`config.mk`:
```
export PLATFORM = sky130hd
export DESIGN_NAME = fifo_burst_reader
export DESIGN_NICKNAME = d
export VERILOG_FILES = /design/src/rtl/fifo_rd_pkg.sv /design/src/rtl/out_skid_buf.sv /design/src/rtl/fifo_burst_reader.sv
export SDC_FILE = /design/constraint.sdc
export NUM_CORES = 1
export LEC_CHECK = 0
export CORE_MARGIN = 3
export CORE_UTILIZATION = 49
export DETAILED_ROUTE_END_ITERATION = 10
export PLACE_DENSITY_LB_ADDON = 0.05
export SKIP_CTS_REPAIR_TIMING = 1
export SLEW_MARGIN = 40
export SYNTH_ARGS = -nofsm -noshare
export SYNTH_HDL_FRONTEND = slang
export SYNTH_SLANG_ARGS = --single-unit
```
`constraint.sdc`:
```
create_clock -name clk_r -period 1.9 [get_ports clk_r]
set_input_delay 0.38 -clock clk_r [delete_from_list [all_inputs] [get_ports clk_r]]
set_output_delay 0.38 -clock clk_r [all_outputs]
set_load 0.05 [all_outputs]
```
`src/rtl/fifo_rd_pkg.sv`:
```
// Shared types for the FIFO read-side burst consumer.
// State encoding is fixed so debug tooling can decode the exposed state bits.
package fifo_rd_pkg;

  localparam int DATA_W_DEF = 8;

  typedef enum logic [1:0] {
    ST_IDLE  = 2'd0,
    ST_BURST = 2'd1,
    ST_FLUSH = 2'd2,
    ST_WAIT  = 2'd3
  } state_e;

endpackage

```
`src/rtl/out_skid_buf.sv`:
```
// Two-entry output buffer between the FIFO read port and the downstream stream.
// A push and a pop in the same cycle both take effect, leaving occupancy unchanged.
module out_skid_buf
  import fifo_rd_pkg::*;
#(
  parameter int DATA_W = DATA_W_DEF
) (
  input  logic              clk_i,
  input  logic              rst_ni,
  input  logic              push_i,
  input  logic [DATA_W-1:0] push_data_i,
  input  logic              ready_i,
  output logic              valid_o,
  output logic [DATA_W-1:0] data_o,
  output logic              pop_o,
  output logic [1:0]        occ_o
);

  logic [DATA_W-1:0] mem_q [2];
  logic              rd_ptr_q;
  logic              wr_ptr_q;
  logic [1:0]        occ_q;

  assign valid_o = (occ_q != 2'd0);
  assign pop_o   = valid_o && ready_i;
  assign data_o  = mem_q[rd_ptr_q];
  assign occ_o   = occ_q;

  // The issuing side guarantees a push never arrives while both entries are held.
  always_ff @(posedge clk_i or negedge rst_ni) begin
    if (!rst_ni) begin
      for (int i = 0; i < 2; i++) mem_q[i] <= '0;
      rd_ptr_q <= 1'b0;
      wr_ptr_q <= 1'b0;
      occ_q    <= 2'd0;
    end else begin
      if (push_i) begin
        mem_q[wr_ptr_q] <= push_data_i;
        wr_ptr_q        <= ~wr_ptr_q;
      end
      if (pop_o) rd_ptr_q <= ~rd_ptr_q;
      case ({push_i, pop_o})
        2'b10:   occ_q <= occ_q + 2'd1;
        2'b01:   occ_q <= occ_q - 2'd1;
        default: occ_q <= occ_q;
      endcase
    end
  end

endmodule

```
`src/rtl/fifo_burst_reader.sv`:
```
// Read-domain consumer of the async byte FIFO: threshold bursts, timeout flushes,
// and a 2-entry valid/ready output stage that never lets the FIFO underflow.
module fifo_burst_reader
  import fifo_rd_pkg::*;
#(
  parameter int DATA_W    = DATA_W_DEF,
  parameter int BURST_LEN = 16,
  parameter int TIMEOUT   = 64
) (
  input  logic              clk_r,
  input  logic              rst,
  input  logic [DATA_W-1:0] buf_out,
  input  logic              buf_empty,
  input  logic              thresh_out,
  input  logic              uf_check,
  output logic              rd_en,
  output logic [DATA_W-1:0] m_data,
  output logic              m_valid,
  input  logic              m_ready,
  output logic              burst_active,
  output logic [7:0]        burst_count,
  output logic              uf_err,
  output logic [1:0]        dbg_state
);

  // Downstream handshake: a beat transfers on any rising clk_r edge where
  // m_valid and m_ready are both high; while m_ready is low, m_data and
  // m_valid hold their values. m_valid never depends on m_ready.

  localparam logic [7:0]  LAST_ISSUE = 8'(BURST_LEN - 1);
  localparam logic [15:0] IDLE_LIMIT = 16'(TIMEOUT - 1);

  state_e      state_q, state_d;
  logic [7:0]  issue_cnt_q, issue_cnt_d;
  logic [15:0] idle_cnt_q, idle_cnt_d;
  logic [7:0]  burst_cnt_q;
  logic        burst_done;
  logic        inflight_q;
  logic        uf_err_q;
  logic [1:0]  occ;
  logic        pop;
  logic        has_room;
  logic        issuing;
  logic        last_issue;

  // Room exists when buffered + in-flight bytes, less this cycle's pop, stay below 2.
  assign has_room   = ({1'b0, occ} + {2'b00, inflight_q}) < (3'd2 + {2'b00, pop});
  assign issuing    = (state_q == ST_BURST) || (state_q == ST_FLUSH);
  assign rd_en      = issuing && !buf_empty && has_room;
  assign last_issue = rd_en && (issue_cnt_q == LAST_ISSUE);

  always_comb begin
    state_d     = state_q;
    issue_cnt_d = issue_cnt_q;
    idle_cnt_d  = '0;
    burst_done  = 1'b0;
    if (rd_en) issue_cnt_d = issue_cnt_q + 8'd1;
    case (state_q)
      ST_IDLE: begin
        if (thresh_out) begin
          state_d     = ST_BURST;
          issue_cnt_d = '0;
        end else if (!buf_empty) begin
          if (idle_cnt_q == IDLE_LIMIT) begin
            state_d     = ST_FLUSH;
            issue_cnt_d = '0;
          end else begin
            idle_cnt_d = idle_cnt_q + 16'd1;
          end
        end
      end
      ST_BURST: if (last_issue) state_d = ST_WAIT;
      ST_FLUSH: if (buf_empty || last_issue) state_d = ST_WAIT;
      ST_WAIT: begin
        if (!inflight_q && (occ == 2'd0)) begin
          state_d    = ST_IDLE;
          burst_done = 1'b1;
        end
      end
      default: state_d = ST_IDLE;
    endcase
  end

  always_ff @(posedge clk_r or negedge rst) begin
    if (!rst) begin
      state_q     <= ST_IDLE;
      issue_cnt_q <= '0;
      idle_cnt_q  <= '0;
      burst_cnt_q <= '0;
      inflight_q  <= 1'b0;
      uf_err_q    <= 1'b0;
    end else begin
      state_q     <= state_d;
      issue_cnt_q <= issue_cnt_d;
      idle_cnt_q  <= idle_cnt_d;
      inflight_q  <= rd_en;
      uf_err_q    <= uf_err_q | uf_check;
      if (burst_done) burst_cnt_q <= burst_cnt_q + 8'd1;
    end
  end

  // The FIFO presents read data one cycle after rd_en, so the in-flight flag is the push.
  out_skid_buf #(
    .DATA_W(DATA_W)
  ) u_out_buf (
    .clk_i       (clk_r),
    .rst_ni      (rst),
    .push_i      (inflight_q),
    .push_data_i (buf_out),
    .ready_i     (m_ready),
    .valid_o     (m_valid),
    .data_o      (m_data),
    .pop_o       (pop),
    .occ_o       (occ)
  );

  assign burst_active = (state_q != ST_IDLE);
  assign burst_count  = burst_cnt_q;
  assign uf_err       = uf_err_q;
  assign dbg_state    = state_q;

endmodule

```
==> run summary <==
run status: complete, but fails checks
failing checks: negative setup slack
Final Cycle Share: 109%
Crit Reg-Reg Endpoint: issue_cnt_q[7]$_DFF_PN0_
Synth Cell Area: 2750 um2
die width: 80.9 um
Least-Margin Pin Slew: 0.502 ns
CORE AREA: 5270 um2
Worst Path Class, Setup: reg2out
DRT iter0 DRCs: 81
sequential area share after synthesis: 51.0%
Final Max Tran Viols: 0
critical path cell sequence: ha_2 > ha_4 > nor3b_4 > nand2_2 > clkinvlp_4 > buf_12
post-route DRC violation count: 0
RR Startpoint: inflight_q$_DFF_PN0_
Sequential cell area: 1410 um2
num ports: 36
Area Growth Syn to Fin: 25.6%
initial antenna violation count: 0
Crit. End Element: primary output
Hold Fails Final Rpt: 0
commonest non-fill, non-tap cells in the layout: dfrtp_1, buf_4, nor2_1
Total GRT Usage: 17.2%
placed cell count: 360
layout cell share with drive strength beyond 1: 32.3%
final net count: 326
P per Cell Area: 1530 nW/um2
Multi-input gate area: 1310 um2
final wirelength: 5.07 mm
first-pass GRT wire length: 8.65 mm
Leakage: 1.49 nW
Yosys reg bits: 56
max frequency: 0.484 GHz
crit path time final: 2.07 ns
Worst Path Required: 1.52 ns
Final WS setup: -0.165 ns
FP Rows: 26
maxcap violations: 0
drt wl/cell: 13.6 um
CTS sink cnt: 56
Final setup viols: 1
Yosys top cell by area: dfrtp_1
Reg clk slew, reported paths: 0.11 ns
drt pass-1 iters: 4
worst reg2reg setup slack: 0.09 ns
Initial Util: 52.1%
Worst-Skew Late Latency: 0.32 ns
hold_ws: 0.470 ns
CP startpoint: inflight_q$_DFF_PN0_
Worst Reg2Reg Path Length in Cells: 7
slowest stage delay, CP: 0.40 ns
filler cell count: 443
die area: 6540 um2
Final ANT Viol Nets: 0
Via Count: 1,900
slowest cell on the critical path: dfrtp_1
post-DP HPWL: 3.69 mm
largest net degree at the start of global routing: 22
CTS tree: yes
RSZ-0062 raised after global routing: true
CP endpoint: rd_en
CP Launch Type: flop
total CTS buffers: 5
Hold Crit Start: burst_count[7]$_DFFE_PN0P_
post-synth top area share: 51.0%
Die Y: 80.9 um
HP Class: reg2reg
IO buf count: 35
# H-tree levels: 2
clock buffer depth: 2
Non-Filler Instances: 373
post-route cell area: 3450 um2
worst IR drop on VDD: 1.08 mV
top post-synthesis cells by area: dfrtp_1, mux2_2, xnor2_1, ha_1, nor2_1
Mapped Cells: 242
synth unique cells: 36
Fin Setup TNS: -0.165 ns
Ant. Diodes: 0
max_slew headroom: 66.4%
skew final: 0.00901 ns
Max FO, Critical Path: 3
Avg Cell Area, Syn: 11.3 um2
total gr overflow: 0
Via density: 5.09
vias in the first global route: 1,894
worst path arrival time: 1.69 ns
Synth warnings: 0
commonest non-fill, non-tap cell in the layout: dfrtp_1
clk root buf: clkbuf_8
Post-Syn Nets: 266
RD Place Congestion: 0.797
placed inst area: 3280 um2
[critical path: cells and delay by family (launching register included)]
| family | cells | cell delay, ns |
|---|---|---|
| DFF | 1 | 0.40 |
| adders and majority gates | 2 | 0.36 |
| and+or+nand+nor | 2 | 0.36 |
| buffers and inverters | 2 | 0.24 |
[cells in the mapped netlist (all sizes together)]
cell type  number
o32a            1
nand3          10
a41oi           1
o32ai           1
buf             2
xnor2          20
and3            5
xor2           12
nor3            7
inv            13
nor2b           1
a21oi           4
o21ai           5
clkbuf          2
o21a            1
or3             2
nand4           8
and2            3
or4             2
nor2           28
or2             2
ha             10
dfrtp          56
nand2          13
nor3b           1
mux2           25
nor4            6
a41o            1
[metal layers]
layer	global-route usage, %	share of wire, %	vias up
li1	-	-	954
met1	21.5	46	914
met2	28.2	48	25
met3	4.77	3.9	7
met4	6.59	1.6	0
met5	0	0	-
[metrics by stage]
step / util, % / worst slack (ns) / power [mW]
4_1_cts: 64.1 / -0.288 / 5.23
6_report: 65.5 / -0.165 / 5.28
2_1_floorplan: - / -0.125 / 3.68
5_1_grt: 65.5 / -0.249 / 5.64
3_3_place_gp: 62.3 / -0.0266 / 4.48
3_5_place_dp: 62.3 / -0.0340 / 4.52
[cells by family (layout without fill, tap and decap cells)]
kind of cell	count (synthesis)	count (layout)	synth area share [%]
compound gates	14	14	3.87
xor+xnor	32	32	10.2
fa+ha+maj	10	10	4.56
buf+inv	17	78	2.73
flops	56	56	51.0
mux	25	25	10.3
simple gates	88	88	17.4
[where the power goes]
group	leakage, nW	internal, mW	switching, mW
logic	0.731	1.22	1.62
registers	0.718	1.52	0.236
clock network	0.0452	0.270	0.416
[flip-flops by register name, summed over array words and instances (netlist names)]
register and count:
u_out_buf.rd_ptr_q 1, issue_cnt_q 8, u_out_buf.occ_o 2, u_out_buf.wr_ptr_q 1
idle_cnt_q 16, dbg_state 2, uf_err 1, inflight_q 1
burst_count 8, u_out_buf.mem_q 16
[worst min path at each step]
stage                                             to  cells past startpoint
after floorplan           burst_count[0]$_DFFE_PN0P_                      0
after global placement      idle_cnt_q[10]$_DFF_PN0_                      1
after detailed placement    idle_cnt_q[13]$_DFF_PN0_                      1
after CTS                   issue_cnt_q[7]$_DFF_PN0_                      1
after global routing        idle_cnt_q[13]$_DFF_PN0_                      2
final                     burst_count[7]$_DFFE_PN0P_                      1
[final cells by class]
cell class                 count  share of cell area, %
sequential                    56                   40.7
multi-input combinational    169                   38.1
timing repair buffer          57                   14.3
tap                           70                   2.54
clock buffer                   5                   1.99
inverter                      13                   1.63
clock inverter                 3                  0.725
Note: power is estimated with default switching activity, not from simulation.
